`config.mk`:
```
export PLATFORM = sky130hd
export DESIGN_NAME = mem_access_unit
export DESIGN_NICKNAME = d
export VERILOG_FILES = /design/src/rtl/mem_access_unit.sv
export SDC_FILE = /design/constraint.sdc
export NUM_CORES = 1
export LEC_CHECK = 0
export CORE_ASPECT_RATIO = 2
export CORE_MARGIN = 2
export CORE_UTILIZATION = 41
export CTS_CLUSTER_DIAMETER = 60
export CTS_CLUSTER_SIZE = 16
export DETAILED_ROUTE_END_ITERATION = 8
export PLACE_DENSITY = 0.75
export SLEW_MARGIN = 20
export SYNTH_ARGS = -nofsm -noshare
export SYNTH_HDL_FRONTEND = slang
export SYNTH_SLANG_ARGS = --single-unit
```
`constraint.sdc`:
```
create_clock -name clk -period 3.2 [get_ports clk]
set_clock_uncertainty 0.15 [all_clocks]
set_input_delay 0.96 -clock clk [delete_from_list [all_inputs] [get_ports clk]]
set_output_delay 0.96 -clock clk [all_outputs]
set_load 0.02 [all_outputs]
```
`src/rtl/mem_access_unit.sv`:
```
// Load/store access unit: turns MemRead/MemWrite into a req/ack bus transaction,
// stalls the pipeline until completion, and returns extended load data.
module mem_access_unit #(
  parameter int unsigned TIMEOUT = 255
) (
  input  logic        clk,
  input  logic        rst_n,
  input  logic        MemRead,
  input  logic        MemWrite,
  input  logic [31:0] addr,
  input  logic [31:0] wr_data,
  input  logic [2:0]  funct3,
  output logic        stall,
  output logic [31:0] rd_data,
  output logic        misalign,
  output logic        timeout,
  output logic        mem_req,
  output logic        mem_we,
  output logic [31:0] mem_addr,
  output logic [31:0] mem_wdata,
  output logic [3:0]  mem_be,
  input  logic        mem_ack,
  input  logic [31:0] mem_rdata
);

  typedef enum logic [1:0] {IDLE, WAIT, DONE, ERR} state_t;

  state_t      state, state_nxt;
  logic        req, f3_ok, aligned, legal;
  logic [3:0]  be_nxt;
  logic [31:0] wdata_nxt;
  logic [15:0] cnt;
  logic        uns_q, to_q;
  logic [1:0]  size_q, lane_q;
  logic        to_hit;
  logic [31:0] shifted, load_ext;

  always_comb begin
    req       = MemRead | MemWrite;
    f3_ok     = (funct3[1:0] != 2'b11) && !(funct3[2] && funct3[1]);
    aligned   = 1'b0;
    be_nxt    = '0;
    wdata_nxt = wr_data;
    case (funct3[1:0])
      2'b00: begin
        aligned   = 1'b1;
        be_nxt    = 4'b0001 << addr[1:0];
        wdata_nxt = {4{wr_data[7:0]}};
      end
      2'b01: begin
        aligned   = ~addr[0];
        be_nxt    = 4'b0011 << addr[1:0];
        wdata_nxt = {2{wr_data[15:0]}};
      end
      2'b10: begin
        aligned = (addr[1:0] == 2'b00);
        be_nxt  = 4'b1111;
      end
      default: aligned = 1'b0;
    endcase
    legal = req && f3_ok && aligned;
  end

  always_comb begin
    shifted = mem_rdata >> {lane_q, 3'b000};
    case (size_q)
      2'b00:   load_ext = {{24{~uns_q & shifted[7]}}, shifted[7:0]};
      2'b01:   load_ext = {{16{~uns_q & shifted[15]}}, shifted[15:0]};
      default: load_ext = shifted;
    endcase
  end

  assign to_hit = !mem_ack && (cnt == 16'(TIMEOUT - 1));

  always_ff @(posedge clk or negedge rst_n) begin
    if (!rst_n) state <= IDLE;
    else        state <= state_nxt;
  end

  always_comb begin
    state_nxt = state;
    case (state)
      IDLE:    if (req) state_nxt = legal ? WAIT : ERR;
      WAIT:    if (mem_ack || to_hit) state_nxt = DONE;
      DONE:    state_nxt = IDLE;
      ERR:     state_nxt = IDLE;
      default: state_nxt = IDLE;
    endcase
  end

  // stall is gated by rst_n so a request held across reset cannot raise it.
  always_comb begin
    mem_req  = (state == WAIT);
    misalign = (state == ERR);
    timeout  = (state == DONE) && to_q;
    stall    = rst_n && (((state == IDLE) && legal) || (state == WAIT));
  end

  always_ff @(posedge clk or negedge rst_n) begin
    if (!rst_n) begin
      mem_we    <= 1'b0;
      mem_addr  <= '0;
      mem_wdata <= '0;
      mem_be    <= '0;
      rd_data   <= '0;
      cnt       <= '0;
      uns_q     <= 1'b0;
      size_q    <= '0;
      lane_q    <= '0;
      to_q      <= 1'b0;
    end else begin
      case (state)
        IDLE: begin
          if (legal) begin
            mem_we    <= MemWrite;
            mem_addr  <= {addr[31:2], 2'b00};
            mem_wdata <= wdata_nxt;
            mem_be    <= be_nxt;
            uns_q     <= funct3[2];
            size_q    <= funct3[1:0];
            lane_q    <= addr[1:0];
            cnt       <= '0;
            to_q      <= 1'b0;
          end else if (req) begin
            rd_data <= '0;
          end
        end
        WAIT: begin
          cnt <= cnt + 16'd1;
          if (mem_ack) begin
            if (!mem_we) rd_data <= load_ext;
          end else if (to_hit) begin
            rd_data <= '0;
            to_q    <= 1'b1;
          end
        end
        default: ;
      endcase
    end
  end

endmodule

```
==> results.ini, run 1 <==
[yosys]
synth_edf_count = 0
synthTopCellsByArea = dfrtp_1, mux2_2, mux2i_1
synth_area_leader_cell = dfrtp_1
synth_seq_cells = 123
ys_seq_area_share_pct = 52.3
yosysMostFrequentCell = dfrtp_1
synthTopCellsByCount = dfrtp_1, o21ai_0, mux2_2
synth-main-ff-cell = dfrtp_1
ys_warn_count = 0
syn_area_per_cell_um2 = 10.6
synth_top_cell_area_share_pct = 52.3
syn-cell-area_um2 = 5880
netlist_instances = 556
postSynth.asyncResetShare_pct = 100
synth_cell_types = 51

[critical_path]
crit_type = primary input to primary output
cp-end-kind = primary output
r2r-start = state[1]
start_kind = primary input
worstPathRequired_ps = 2090
worstRegToRegCells = 5
r2r_end = rd_data[4]
crit_arrival_ps = 2040
r2r_slack_ps = 690
cp_max_fo = 3

[sta]
finalSetupTns_ps = 0
setup-violations-final = 0
worst_slack_ps = 47.3
hold_viol = 0
relSlewSlack_pct = 40.0
rsz0062_at_grt = no
tightest_slew_ps = 896
min_period_over_period_pct = 98.5
timing_max_transition_violations_final = 0
period_needed_ps = 3150
max_freq_mhz = 317

[global_route]
grt_pass1_wl_um = 26700
grt_overflow = 0
grt_pass1_vias = 5255
grt_max_degree = 73
antenna_found_initial = 0
track_usage_pct = 22.1

[clock_network]
clk_pin_slew_ps = 50
cts_buffers = 17
clock_sinks = 123
cts_tree = yes
htree_num_levels = 4
clock_latency_ps = 420
clock-root-buffer = clkbuf_16
cts_buffer_depth = 2

[power]
power.leakage_nw = 3.72
internal_power_w = 0.00534
vdd_ir_drop_max_uv = 558
p_sw_share_pct = 37.4
power.share.sequential_pct = 30.4
power.clock.fraction_pct = 22.6
p_per_area_nw_per_um2 = 967
p_sw_w = 0.00319
pwr-share-comb_pct = 47.0

[routing]
drt-total-wl_um = 16500
wl_per_cell_um = 17.0
drtIter0Drc = 267
vias = 5116
viasPerCell = 5.30
first_pass_iters = 6
ant_nets = 0
drc = 0

[die]
die_x_um = 88.7
ios = 209
fp-row-count = 62
start_util_pct = 41.4
core-area_um2 = 14200
die_area_um2 = 15400
fp.dieH_um = 173

[place]
pre_cts_slack_ps = -902
dpl_cell_area_um2 = 8190
place_hpwl_um = 11900
place_congestion = 0.910
port_buffers = 206
dp_cells = 931

[min_path]
hold_depth = 2
min-delay-start = mem_be[3]
min_path_type = register to register
min_to = mem_be[3]

[outcome]
status = finished, final reports clean

[finish]
final_nets = 867
stdcell_count = 966
drive_gt1_share_pct = 16.5
postLayoutCoreUtil_pct = 62.2
area_growth_pct = 50.0
nFillCells = 1160
n_antenna_cell = 0
design_area_um2 = 8820

[flow_run]
cap_violations = 0

-- cell families after synthesis --
family | synth area share (%)
AND/OR/NAND/NOR | 12.6
AO/OA/AOI/OAI | 14.1
flip-flops | 52.3
multiplexers | 16.7
buffers and inverters | 3.49
adder cells (fa/ha/maj) | 0.425
XOR/XNOR | 0.298
other | 0.0638
-- what timing repair did --
action                     CTS  global route
setup endpoints to repair   16             1
hold buffers                 0             0
buffers inserted             2             1
resized for setup           23             5
cloned                       0             0
hold endpoints to repair     0             0
pin swaps                    4             3
-- state kept, by name (all words and copies together), names as in the netlist --
register and flops:
mem_wdata 32, rd_data 32, mem_addr 30, cnt 16
mem_be 4, lane_q 2, size_q 2, state 2
mem_we 1, to_q 1, uns_q 1
-- per-layer routing --
metal,global-route usage (%),vias up,wire [um]
met5,0,-,0
met4,7.01,0,288
met3,7.81,20,1320
met2,33.6,192,7950
met1,29.5,2473,6910
li1,-,2431,-
-- layout by cell type (no fill, tap or decap), drive strengths merged, types with 20 or more instances in the layout --
master         count
a21oi             27
mux2i             32
clkbuf            20
dfrtp            123
mux2              59
nand2             45
nor2              32
o21ai             60
nand3             41
buf               25
clkdlybuf4s50    197
-- worst max-delay path by stage --
| stage | endpoint | slack (ps) | cells past startpoint | from |
|---|---|---|---|---|
| after CTS | stall | 10 | 6 | funct3[2] |
| final | stall | 50 | 6 | funct3[0] |
| after floorplan | stall | 100 | 6 | funct3[0] |
| after global routing | stall | 7 | 6 | funct3[0] |
| after global placement | stall | -850 | 6 | addr[0] |
| after detailed placement | stall | -900 | 7 | addr[0] |
-- through the flow --
stage               hold slack (ps)  total power [W]
finish                          324          0.00853
floorplan                       295          0.00478
CTS                             333          0.00861
detailed placement              319          0.00661
global route                    342          0.00905
global placement                310          0.00653
-- power by group through the flow --
stage / clock network (W) / logic [W] / registers [W]
after global routing: 0.00205 / 0.00431 / 0.00269
final: 0.00193 / 0.00401 / 0.00260
after detailed placement: 0 / 0.00399 / 0.00262
after global placement: 0 / 0.00393 / 0.00260
after floorplan: 0 / 0.00154 / 0.00324
after CTS: 0.00198 / 0.00402 / 0.00260
-- worst max-delay path: stages --
cell,delay (ps)
buf_4,140
nor4_4,330
o221ai_4,180
and2_4,210
nor2b_4,100
buf_6,120
-- area by class of cell --
class | count | area (um^2) | share of cell area (%)
clock buffer | 18 | 429 | 4.86
sequential | 123 | 3080 | 34.9
timing repair buffer | 228 | 2230 | 25.3
inverter | 5 | 18.8 | 0.213
clock inverter | 14 | 171 | 1.94
tap | 192 | 240 | 2.72
multi-input combinational | 386 | 2660 | 30.1
Power figures use the tool's default switching activity.
==> inputs of run 2 (changes only) <==
==> constraint.sdc (replaced) <==
create_clock -name clk -period 2.6 [get_ports clk]
set_clock_uncertainty 0.15 [all_clocks]
set_input_delay 0.78 -clock clk [delete_from_list [all_inputs] [get_ports clk]]
set_output_delay 0.78 -clock clk [all_outputs]
set_load 0.02 [all_outputs]
==> run 2 against run 1 <==
The run now ends with setup timing left. Register-to-register slack got worse by 470 ps. Global-route usage rose by 0.21 points. Sequential power rose by 24%. Worst setup slack got worse by 120 ps. Hold slack got worse by 7.4 ps. Non-clock buffer count rose by 3. Combinational power rose by 25%. Total power rose by 25%. Sequential cell count did not move. Sequential share of layout area fell by 0.32 points. Die area did not move. Wire length rose by 0.56%. Critical path type unchanged.
==> results.ini, run 2 (synthesis results as in run 1) <==
[outcome]
status = finished, violations left  ; was finished, final reports clean
violations = setup timing

[die]
fp.dieH_um = 173  ; unchanged
core-area_um2 = 14200  ; unchanged
die_area_um2 = 15400  ; unchanged
ios = 209  ; unchanged
start_util_pct = 41.4  ; unchanged
fp-row-count = 62  ; unchanged
die_x_um = 88.7  ; unchanged

[clock_network]
clock_sinks = 123  ; unchanged
cts_hold_buf = 0  ; unchanged
clk_pin_slew_ps = 60  ; was 50 ps
cts_buffer_depth = 2  ; unchanged
clock-root-buffer = clkbuf_16  ; unchanged
clock_latency_ps = 400  ; was 420 ps
htree_num_levels = 4  ; unchanged
cts_tree = yes  ; unchanged
cts_buffers = 17  ; unchanged

[critical_path]
crit_chain = buf_6 -> nor4_4 -> o221ai_4 -> and2_4 -> nor2b_4 -> buf_6  ; was buf_4 -> nor4_4 -> o221ai_4 -> and2_4 -> nor2b_4 -> buf_6
worstRegToRegCells = 7  ; was 5
crit_arrival_ps = 1740  ; was 2040 ps
cp_max_fo = 2  ; was 3
critPathMaxStageDelay_ps = 330  ; about the same
crit_type = primary input to primary output  ; unchanged
r2r-start = cnt[1]  ; was state[1]
cp_top_family = simple AND/OR/NAND/NOR gates  ; unchanged
worstPathRequired_ps = 1670  ; was 2090 ps
r2r_end = rd_data[5]  ; was rd_data[4]
cp.depth = 6  ; unchanged
r2r_slack_ps = 220  ; was 690 ps
cpMaxStageDelayCell = nor4_4  ; unchanged
cp-end-kind = primary output  ; unchanged
start_kind = primary input  ; unchanged
cp_common_cell = buf_6
critPathBufInv = 2  ; unchanged

[global_route]
grt_max_degree = 124  ; was 73
met1_usage_pct = 29.5  ; about the same
grt_pass1_wl_um = 26900  ; was 26,700 um
busiest_layer = met2  ; unchanged
antenna_found_initial = 0  ; unchanged
grt_util_met3_pct = 8.14  ; was 7.81%
grt_pass1_vias = 5175  ; was 5,255
track_usage_pct = 22.4  ; was 22.1%
grt_overflow = 0  ; unchanged
met2_usage_pct = 33.7  ; was 33.6%

[routing]
drtIter0Drc = 310  ; was 267
first_pass_iters = 5  ; was 6
vias = 5076  ; was 5,116
wl_per_cell_um = 17.1  ; was 17.0 um
viasPerCell = 5.24  ; was 5.30
drc = 0  ; unchanged
ant_nets = 0  ; unchanged
drt-total-wl_um = 16600  ; was 16,500 um

[finish]
drive_gt1_share_pct = 17.6  ; was 16.5%
area_growth_pct = 51.4  ; was 50.0%
layout_common_cells = clkdlybuf4s50_1, dfrtp_1, o21ai_0  ; unchanged
final_nets = 870  ; was 867
n_antenna_cell = 0  ; unchanged
stdcell_count = 969  ; was 966
reg.largest.list = mem_wdata: 32 flops, rd_data: 32 flops, mem_addr: 30 flops  ; unchanged
final_common_cell = clkdlybuf4s50_1  ; unchanged
nFillCells = 1172  ; was 1,160
postLayoutCoreUtil_pct = 62.7  ; was 62.2%

[sta]
rsz0062_at_grt = yes  ; was no
min_period_over_period_pct = 103
relSlewSlack_pct = 36.7  ; was 40.0%
hold_viol = 0  ; unchanged
finalSetupTns_ps = -71.3  ; was 0 ps
timing_max_transition_violations_final = 0  ; unchanged
worst_slack_ps = -71.3  ; was 47.3 ps
period_needed_ps = 2670
max_freq_mhz = 374
setup-violations-final = 1  ; was 0
hold-worst-slack_ps = 317  ; was 324 ps
tightest_slew_ps = 947  ; was 896 ps

[power]
vdd_ir_drop_max_uv = 759  ; was 558 uV
power.leakage_nw = 3.78  ; was 3.72 nW
p_per_area_nw_per_um2 = 1200  ; was 967 nW/um^2
fin_total_pwr_w = 0.0107  ; was 0.00853 W

[place]
place_hpwl_um = 11700  ; was 11,900 um
place_congestion = 0.854  ; was 0.910
port_buffers = 206  ; unchanged
dp_cells = 936  ; was 931

[flow_run]
cap_violations = 0  ; unchanged

[min_path]
min_path_type = primary input to asynchronous set/reset pin  ; was register to register

run 2: report_power, final:
part | total, W | internal [W] | switching (W) | leakage, nW
clock network | 0.00243 | 0.00154 | 0.000894 | 0.282
logic | 0.00500 | 0.00243 | 0.00257 | 1.93
registers | 0.00322 | 0.00270 | 0.000517 | 1.57
total | 0.0107 | 0.00667 | 0.00398 | 3.78
run 2: how the worst max path moves through the flow:
stage	from	to
after global routing	addr[0]	stall
final	addr[0]	stall
after CTS	addr[0]	stall
after floorplan	addr[0]	stall
after global placement	funct3[2]	stall
after detailed placement	funct3[2]	stall
run 2: routing by layer:
| layer | vias to the layer above | part of all wire [%] |
|---|---|---|
| li1 | 2423 | - |
| met1 | 2422 | 41 |
| met2 | 204 | 47 |
| met3 | 27 | 9.1 |
| met4 | 0 | 2.3 |
| met5 | - | 0 |
run 2: layout make-up:
type | instances | area, um^2 | area share [%]
sequential | 123 | 3080 | 34.6
multi-input combinational | 386 | 2690 | 30.3
timing repair buffer | 231 | 2260 | 25.4
clock buffer | 19 | 443 | 4.97
tap | 192 | 240 | 2.70
clock inverter | 13 | 168 | 1.88
inverter | 5 | 18.8 | 0.211
run 2: repair_timing:
item	4_1_cts	5_1_grt
gates cloned	0	0
gates resized for setup	34	4
endpoints found under the setup margin	81	4
setup buffers	1	0
pin swaps	3	0
run 2: stage by stage:
step | setup slack (ps) | cell area, um^2
after global routing | -144 | 8900
after global placement | -965 | 8250
after CTS | -73.3 | 8890
after detailed placement | -1000 | 8250
final | -71.3 | 8900
after floorplan | -55.7 | 5940
